File: config.mk
export PLATFORM = sky130hd
export DESIGN_NAME = uart_rx_frontend
export DESIGN_NICKNAME = d
export VERILOG_FILES = /design/src/rtl/uart_pkg.sv /design/src/rtl/sync_ff.sv /design/src/rtl/uart_rx_frontend.sv
export SDC_FILE = /design/constraint.sdc
export NUM_CORES = 1
export LEC_CHECK = 0
export CAP_MARGIN = 20
export CORE_MARGIN = 2
export CORE_UTILIZATION = 25
export DETAILED_ROUTE_END_ITERATION = 7
export DONT_BUFFER_PORTS = 1
export PLACE_DENSITY_LB_ADDON = 0.05
export SYNTH_ARGS = -nofsm -noshare
export SYNTH_HDL_FRONTEND = slang
export SYNTH_SLANG_ARGS = --single-unit
File: constraint.sdc
create_clock -name clk -period 2.2 [get_ports clk]
set_input_delay 0.44 -clock clk [delete_from_list [all_inputs] [get_ports clk]]
set_output_delay 0.44 -clock clk [all_outputs]
set_load 0.05 [all_outputs]
File: src/rtl/uart_pkg.sv
// uart_pkg: shared UART definitions for the rx front end (and a future tx side).
//   uart_rx_state_t  receiver FSM states
//   UART_DATA_BITS   data bits per frame
//   UART_IDLE_LEVEL  idle (mark) level of the serial line
//   maj3()           three-input majority vote
package uart_pkg;

    typedef enum logic [2:0] {IDLE, START, DATA, STOP, BREAK} uart_rx_state_t;

    localparam int unsigned UART_DATA_BITS  = 8;
    localparam logic        UART_IDLE_LEVEL = 1'b1;

    function automatic logic maj3(input logic a, input logic b, input logic c);
        return (a & b) | (a & c) | (b & c);
    endfunction

endpackage

File: src/rtl/sync_ff.sv
// sync_ff: N-stage flop synchronizer for a single asynchronous bit.
//   clk    in  system clock
//   rst_n  in  asynchronous active-low reset; all stages load RESET_VALUE
//   d      in  asynchronous input
//   q      out synchronized output (STAGES cycles of latency)
module sync_ff #(
    parameter int unsigned STAGES      = 2,
    parameter logic        RESET_VALUE = 1'b1
) (
    input  logic clk,
    input  logic rst_n,
    input  logic d,
    output logic q
);

    logic [STAGES-1:0] ff;

    always_ff @(posedge clk or negedge rst_n) begin
        if (!rst_n) begin
            ff <= {STAGES{RESET_VALUE}};
        end else begin
            ff <= {ff[STAGES-2:0], d};
        end
    end

    assign q = ff[STAGES-1];

endmodule

File: src/rtl/uart_rx_frontend.sv
// uart_rx_frontend: 8N1 UART receiver with start-glitch rejection, 3-sample
// majority voting, stop-bit framing-error detection and line-break hold-off.
//   clk          in   system clock
//   rst_n        in   asynchronous active-low reset
//   rx           in   raw serial line, idle high
//   data_o       out  last good byte, held until the next one
//   valid_o      out  one-cycle strobe: data_o holds a new byte
//   frame_err_o  out  one-cycle strobe: stop bit sampled low
//   busy_o       out  high from a validated start bit until back in IDLE
module uart_rx_frontend
    import uart_pkg::*;
#(
    parameter int unsigned CLOCKS_PER_BAUD = 868,
    parameter int unsigned SYNC_STAGES     = 2
) (
    input  logic       clk,
    input  logic       rst_n,
    input  logic       rx,
    output logic [7:0] data_o,
    output logic       valid_o,
    output logic       frame_err_o,
    output logic       busy_o
);

    localparam int unsigned CNT_W = $clog2(CLOCKS_PER_BAUD);
    localparam int unsigned HALF  = CLOCKS_PER_BAUD / 2;

    localparam logic [CNT_W-1:0] CNT_LAST       = CNT_W'(CLOCKS_PER_BAUD - 1);
    localparam logic [CNT_W-1:0] CNT_START_VOTE = CNT_W'(HALF + 1);
    localparam logic [2:0]       LAST_BIT       = 3'(UART_DATA_BITS - 1);

    uart_rx_state_t   state;
    logic [CNT_W-1:0] cnt;
    logic [2:0]       bit_idx;
    logic [7:0]       shreg;
    logic [1:0]       hist;
    logic             rx_s;
    logic             vote;

    sync_ff #(
        .STAGES      (SYNC_STAGES),
        .RESET_VALUE (UART_IDLE_LEVEL)
    ) u_sync (
        .clk   (clk),
        .rst_n (rst_n),
        .d     (rx),
        .q     (rx_s)
    );

    // The vote always covers the current rx_s and the two before it, so a
    // decision taken at count N uses samples N-2, N-1, N. In START that is
    // HALF-1..HALF+1; in DATA/STOP the decision sits on the wrap, keeping the
    // sample window one full bit period after the start-bit window.
    assign vote = maj3(hist[1], hist[0], rx_s);

    always_ff @(posedge clk or negedge rst_n) begin
        if (!rst_n) begin
            state       <= IDLE;
            cnt         <= '0;
            bit_idx     <= '0;
            shreg       <= '0;
            hist        <= {2{UART_IDLE_LEVEL}};
            data_o      <= '0;
            valid_o     <= 1'b0;
            frame_err_o <= 1'b0;
            busy_o      <= 1'b0;
        end else begin
            hist        <= {hist[0], rx_s};
            valid_o     <= 1'b0;
            frame_err_o <= 1'b0;
            cnt         <= (cnt == CNT_LAST) ? '0 : cnt + CNT_W'(1);

            unique case (state)
                IDLE: begin
                    cnt <= '0;
                    if (rx_s != UART_IDLE_LEVEL) begin
                        state <= START;
                    end
                end
                START: begin
                    if (cnt == CNT_START_VOTE) begin
                        cnt <= '0;
                        if (vote != UART_IDLE_LEVEL) begin
                            state   <= DATA;
                            bit_idx <= '0;
                            busy_o  <= 1'b1;
                        end else begin
                            state <= IDLE;  // glitch: no strobe, no busy
                        end
                    end
                end
                DATA: begin
                    if (cnt == CNT_LAST) begin
                        shreg   <= {vote, shreg[7:1]};
                        bit_idx <= bit_idx + 3'd1;
                        if (bit_idx == LAST_BIT) begin
                            state <= STOP;
                        end
                    end
                end
                STOP: begin
                    if (cnt == CNT_LAST) begin
                        if (vote == UART_IDLE_LEVEL) begin
                            data_o  <= shreg;
                            valid_o <= 1'b1;
                            busy_o  <= 1'b0;
                            state   <= IDLE;
                        end else begin
                            frame_err_o <= 1'b1;
                            state       <= BREAK;
                        end
                    end
                end
                BREAK: begin
                    // Need one unbroken bit period of idle level before leaving.
                    if (rx_s != UART_IDLE_LEVEL) begin
                        cnt <= '0;
                    end else if (cnt == CNT_LAST) begin
                        busy_o <= 1'b0;
                        state  <= IDLE;
                    end
                end
                default: begin
                    busy_o <= 1'b0;
                    state  <= IDLE;
                end
            endcase
        end
    end

endmodule

==> metrics.md, run 1 <==
| Metric | Value |
|---|---|
| Status | `complete, no violations` |
| CP Class | `reg2reg` |
| Synth-to-layout area growth | `15.2%` |
| Ys async rst share | `between 90% and 100%` |
| Final Setup Violations | `0` |
| WP depth | `5` |
| Most used routing layer | `met2` |
| Largest delay contributor family on the critical path | `simple AND/OR/NAND/NOR gates` |
| Reg2Reg Launch Point | `cnt[0]` |
| Tightest Pin Transition | `0.479 ns` |
| DRC viols | `0` |
| Setup slack after layout | `approximately 0.12 ns` |
| I/O Buffers | `0` |
| Worst path required time | `2.39 ns` |
| Critical path fanouts, max | `7` |
| TritonRoute pass-1 iters | `4` |
| Startpoint types | `register` |
| # nets final | `157` |
| Final Critical Period | `between 2 and 2.5 ns` |
| Initial Utilization | `25.9%` |
| Die width | `88.2 um` |
| CP max-delay cell | `or3b_4` |
| Hold Crit Depth | `0` |
| Clk sink count | `39` |
| Synthesized area per cell | `roughly 12 sq um` |
| Die height | `88.2 um` |
| Yosys top cell area share | `49.5%` |
| Fmax | `between 400 and 500 MHz` |
| Ant diodes | `0` |
| Share of cells above drive strength 1 | `28.9%` |
| Yosys warns | `0` |
| Vias | `1115` |
| Hold Crit Class | `in2reg` |
| Largest net degree at the start of global routing | `40` |
| Net Switching | `between 200 and 300 uW` |
| CTS tree | `yes` |
| Post-Syn Nets | `149` |
| PwrDens | `670 mW/mm^2` |
| Slew Viols, Final | `0` |
| Clock Power Share | `roughly 45%` |
| Mapped Cells | `143` |
| WL final | `3580 um` |
| CTS root buf | `clkbuf_8` |
| Largest cells by area after synthesis | `dfrtp_1 (49%), mux2_2 (11%), dfstp_2 (5.9%), nor2_1 (3.2%), xnor2_1 (3.0%)` |
| R2R Path End | `shreg[6]` |
| Worst-Skew Late Latency | `0.30 ns` |
| Largest area contributor in the netlist | `dfrtp_1` |
| Sequential share of power | `53.1%` |
| Buffer depth of the longest clock path | `2` |
| Cts bufs inserted | `5` |
| Number of enable flip-flop cells after synthesis | `0` |
| FF+latch count, synth | `39` |
| Max incr delay on CP | `approximately 0.43 ns` |
| Switching share of total power | `21.7%` |
| Count leader, synth | `dfrtp_1` |
| Number of global-route vias before repair | `approximately 1200` |
| FF-to-FF path depth | `5` |
| Initial DRC count | `41` |
| Total GRT Usage | `10.7%` |
| Setup TNS | `0 ns` |
| Synthesized cell area | `0.00177 sq mm` |
| Core box area | `0.00683 sq mm` |
| Data arrival, critical path | `2.27 ns` |
| # IOs | `14` |
| Synth unique cells | `47` |
| Max Cap Violations | `0` |
| Lkg Pwr | `about 0.93 nW` |
| Dominant synthesized flop cell | `dfrtp_1` |
| Pre-CTS WS | `0.116 ns` |
| First-pass GRT wire length | `6200 um` |
| Final Hold Vio Count | `0` |
| GR Layer Usage met1 | `13.7%` |
| Antenna violations before repair | `0` |
| WP buf/inv | `0` |
| Hold path start | `rx` |
| Max VDD drop | `225 uV` |
| R2R Setup Slk | `roughly 0.12 ns` |
| Clk slew on worst S/H paths | `0.08 ns` |
| Post-CTS Resized | `0` |
| Endpoint type of the worst setup path | `register` |
| Post-route antenna net violation count | `0` |
| CP cell instances | `ha_1, or3b_4, nor3_4, and2_1, mux2_2` |
| GR Util met2 | `between 10% and 20%` |
| Cell Int Power | `about 1.1 mW` |
| Routability cong. | `0.785` |
| GR Overflow Total | `0` |
| Slew HR | `68.0%` |
| RSZ-0062 raised after global routing | `no` |
| Post-synth top cells | `dfrtp_1 (35), mux2_2 (17), nor2_1 (15), nand2_1 (6), xnor2_1 (6)` |
| Vias/cell | `4.50` |
| Final Skew | `roughly 0.0053 ns` |
| Die area | `0.00777 sq mm` |
| Comb pwr share | `2.1%` |
| Period utilisation layout | `94.7%` |
| Met3 usage | `under 10%` |
| Row count | `30` |
| Drt wl/cell | `approximately 14 um` |
| Seq/Total Area, Yosys | `55.4%` |
| Hold path endpoint | `u_sync.ff[0]` |
| CTS H-tree lvls | `2` |
| Hpwl dp | `2450 um` |
-- worst max-delay path by stage --
stage,to,from
3_5_place_dp,shreg[6],cnt[0]
6_report,shreg[6],cnt[0]
5_1_grt,shreg[4],cnt[0]
4_1_cts,shreg[6],cnt[0]
3_3_place_gp,shreg[3],cnt[0]
2_1_floorplan,shreg[3],cnt[0]
-- per-layer routing --
metal	vias up	routed length, um
li1	527	-
met1	553	1690
met2	28	1610
met3	7	192
met4	0	86
met5	-	0
-- state kept, by name, indices dropped and copies added (netlist names) --
signal,count
busy_o,1
cnt,10
bit_idx,3
frame_err_o,1
state,3
u_sync.ff,2
hist,2
data_o,8
shreg,8
valid_o,1
-- what timing repair did --
item | 4_1_cts | 5_1_grt
hold buffers | 2 | 0
endpoints found under the hold margin | 39 | 0
setup buffers | 0 | 0
-- logic make-up after synthesis --
family	synth area share, %
and+or+nand+nor	17.0
xor gates and xnor gates	3.96
muxes	11.7
AOI/OAI and AO/OA	6.79
adders and majority gates	2.76
buffers and inverters	2.40
DFF	55.4
-- power groups by stage --
stage               Combinational, mW  Sequential, mW  Clock (mW)
floorplan                     0.00513           0.739           0
global placement              0.00943           0.740           0
detailed placement            0.00927           0.740           0
CTS                            0.0310           0.726       0.633
global route                   0.0337           0.727       0.663
finish                         0.0288           0.726       0.612
-- through the flow --
| step | utilization (%) | total power, mW | area [sq um] | instances | hold slack [ns] |
|---|---|---|---|---|---|
| after floorplan | - | 0.744 | 1770 | 143 | 0.144 |
| after global placement | 27.8 | 0.749 | 1900 | 238 | 0.146 |
| after detailed placement | 27.8 | 0.749 | 1900 | 238 | 0.146 |
| after CTS | 29.9 | 1.39 | 2040 | 248 | 0.127 |
| after global routing | 29.9 | 1.42 | 2040 | 248 | 0.119 |
| final | 29.9 | 1.37 | 2040 | 248 | 0.135 |
-- layout make-up --
| type | count | area, sq um |
|---|---|---|
| Timing Repair Buffer | 6 | 60.1 |
| Clock inverter | 3 | 43.8 |
| Tap cell | 96 | 120 |
| Multi-Input combinational cell | 94 | 747 |
| Fill cell | 718 | 4790 |
| Sequential cell | 39 | 981 |
| Clock buffer | 5 | 68.8 |
| Inverter | 5 | 18.8 |
-- cell usage in the layout, fill, tap and decap left out, drive strengths merged, types with 2 or more instances in the layout --
cell    synthesis  layout
dfstp           4       4
nor3            2       2
inv             5       5
xnor2           6       6
and3            2       2
nor2           15      15
xor2            2       2
or3b            2       2
a22o            3       3
nand3           4       4
and2            3       3
buf             2       5
o21ai           3       3
mux2           18      18
dfrtp          35      35
clkbuf          3       5
nor3b           3       3
clkinv          0       2
ha              3       3
nand2           6       6
Power figures use the tool's default switching activity.
==> run 2: changes to the inputs <==
- SKIP_LAST_GASP: unset -> 1
==> results of run 2 <==
Final layout, timing and power as in run 1 (identical DEF).
==> run 3: changes to the inputs <==
- CORE_UTILIZATION: 25 -> 30
- CTS_CLUSTER_DIAMETER: unset -> 80
- SKIP_LAST_GASP: 1 -> unset
==> run 3 against run 2 <==
- cell area fell by 2.6%
- critical path type unchanged
- fmax rose by 0.58%
- critical path depth did not move
- first-iteration DRC count rose by 9.8%
- sequential share of layout area rose by 1.3 points
- hold slack improved by 0.013 ns
- clock power fell by 22%
- power fell by 9.8%
- count of clock-buffer cells in the layout did not move
- via count fell by 1.7%
- non-clock buffer count did not move
- sequential cell count did not move
==> metrics.md, run 3 (synthesized netlist as in run 1, its figures left out) <==
| Metric | Value |
|---|---|
| Period utilisation layout | `94.2% (-0.54 points)` |
| Reg area | `981 sq um (unchanged)` |
| I/O Buffers | `0 (unchanged)` |
| Tightest Pin Transition | `0.491 ns (+0.0117 ns)` |
| CP Class | `reg2reg` |
| Final Hold Vio Count | `0 (unchanged)` |
| Routability cong. | `0.776 (-1.2%)` |
| Slew Viols, Final | `0 (unchanged)` |
| Worst path required time | `2.37 ns (-0.02 ns)` |
| Drt wl/cell | `15.2 um (+5.1%)` |
| GR Util met2 | `19.2% (+3.1 points)` |
| Max Cap Violations | `0 (unchanged)` |
| Share of cells above drive strength 1 | `28.9% (unchanged)` |
| Initial Utilization | `31.6% (+5.7 points)` |
| Lkg Pwr | `0.907 nW (-2.0%)` |
| WL final | `3400 um (-5.0%)` |
| Setup slack after layout | `0.127 ns (+0.0119 ns)` |
| Endpoint type of the worst setup path | `register` |
| Top reg by flops | `cnt` |
| Die height | `80.8 um (-8.3%)` |
| Switching share of total power | `22.8% (+1.1 points)` |
| Setup TNS | `0 ns (unchanged)` |
| CTS H-tree lvls | `2 (unchanged)` |
| Hpwl dp | `2410 um (-1.6%)` |
| Core box area | `0.00561 sq mm (-18%)` |
| Hold path endpoint | `u_sync.ff[0]` |
| Row count | `27 (-10%)` |
| Pre-CTS WS | `0.122 ns (+0.00592 ns)` |
| Initial DRC count | `45 (+9.8%)` |
| CTS root buf | `clkbuf_8` |
| Hold Crit Class | `in2reg` |
| Worst-Skew Late Latency | `0.29 ns (about the same)` |
| Fmax | `482 MHz (+0.58%)` |
| First-pass GRT wire length | `5890 um (-5.0%)` |
| # IOs | `14 (unchanged)` |
| Vias/cell | `4.89 (+8.8%)` |
| Multi-input gate area | `747 sq um (unchanged)` |
| R2R Setup Slk | `0.13 ns (about the same)` |
| R2R Path End | `shreg[7]` |
| Leading cell type in the layout, fill and taps excluded | `dfrtp_1` |
| Startpoint types | `register` |
| Ant diodes | `0 (unchanged)` |
| Max reg flops | `10 (unchanged)` |
| # hold bufs at CTS | `2 (unchanged)` |
| Total GRT Usage | `12.2% (+1.5 points)` |
| Antenna violations before repair | `0 (unchanged)` |
| Vias | `1096 (-1.7%)` |
| Final Setup Violations | `0 (unchanged)` |
| Most frequent cells in the layout | `dfrtp_1 (35), mux2_2 (17), nor2_1 (15)` |
| Comb pwr share | `2.1% (about the same)` |
| Most used routing layer | `met2` |
| Clock Power Share | `38.9% (-5.9 points)` |
| Max VDD drop | `254 uV (+13%)` |
| GR Layer Usage met1 | `16.0% (+2.3 points)` |
| Hold path start | `rx` |
| RSZ-0062 raised after global routing | `no` |
| FF-to-FF path depth | `5 (unchanged)` |
| Cts bufs inserted | `5 (unchanged)` |
| DRC viols | `0 (unchanged)` |
| PwrDens | `620 mW/mm^2 (-7.4%)` |
| Cell Int Power | `951 uW (-11%)` |
| Final Skew | `0.00693 ns (+0.00158 ns)` |
| Synth-to-layout area growth | `12.2%` |
| Met3 usage | `3.56% (-0.31 points)` |
| Net Switching | `281 uW (-5.2%)` |
| Critical path fanouts, max | `7 (unchanged)` |
| Clk slew on worst S/H paths | `0.08 ns (about the same)` |
| CTS tree | `yes` |
| Die width | `80.8 um (-8.3%)` |
| Clk sink count | `39 (unchanged)` |
| Post-CTS Resized | `0 (unchanged)` |
| Status | `complete, no violations` |
| Post CTS Setup Buffer Count | `0 (unchanged)` |
| Buffer depth of the longest clock path | `2 (unchanged)` |
| Fill cell count | `589 (-18%)` |
| Sequential share of power | `58.9% (+5.8 points)` |
| TritonRoute pass-1 iters | `3 (-1)` |
| Number of global-route vias before repair | `1140 (-7.3%)` |
| Data arrival, critical path | `2.25 ns (-0.02 ns)` |
| Largest net degree at the start of global routing | `40 (unchanged)` |
| # nets final | `157 (unchanged)` |
| Final Critical Period | `2.07 ns (-0.0119 ns)` |
| Post-route antenna net violation count | `0 (unchanged)` |
| Die area | `0.00653 sq mm (-16%)` |
| GR Overflow Total | `0 (unchanged)` |
| Hold Crit Depth | `0 (unchanged)` |
| Biggest regs | `cnt (10), data_o (8), shreg (8)` |
| Slew HR | `67.3% (-0.78 points)` |
| Reg2Reg Launch Point | `cnt[0]` |
-- run 3: layout make-up --
cell class	instances	share of cell area, %
clock buffers	5	3.47
clock inverters	3	1.01
multi-input cells	94	37.6
flip-flops and latches	39	49.4
well taps	72	4.54
inverters	5	0.945
repair buffers	6	3.02
-- run 3: worst max-delay path by stage --
stage | slack (ns) | from | endpoint | depth (start not counted)
after floorplan | 0.28 | cnt[0] | shreg[3] | 6
after global placement | 0.18 | cnt[0] | shreg[6] | 5
after detailed placement | 0.12 | cnt[0] | shreg[7] | 5
after CTS | 0.11 | cnt[0] | shreg[7] | 5
after global routing | 0.02 | cnt[0] | shreg[7] | 5
final | 0.13 | cnt[0] | shreg[7] | 5
-- run 3: power groups by stage --
stage	logic (mW)	registers, mW	clock network (mW)
floorplan	0.00513	0.739	0
global placement	0.00725	0.740	0
detailed placement	0.00723	0.740	0
CTS	0.0282	0.726	0.507
global route	0.0309	0.727	0.552
finish	0.0265	0.726	0.480
-- run 3: metal layers --
metal,vias up,part of all wire [%]
met5,-,0
met3,6,4.2
met1,558,47
met2,14,47
li1,518,-
met4,0,1.4
-- run 3: metrics by stage --
stage	area (sq um)	hold WS, ns	util [%]	std cells	power (mW)
global route	1990	0.117	35.4	224	1.31
finish	1990	0.148	35.4	224	1.23
floorplan	1770	0.144	-	143	0.744
global placement	1870	0.146	33.3	214	0.747
CTS	1990	0.131	35.4	224	1.26
detailed placement	1870	0.146	33.3	214	0.747
-- run 3: critical path, cell delays in order, from the launching register on --
cell,delay [ns]
dfrtp_1,0.38
ha_1,0.22
or3b_4,0.44
nor3_4,0.23
and2_1,0.32
mux2_2,0.38
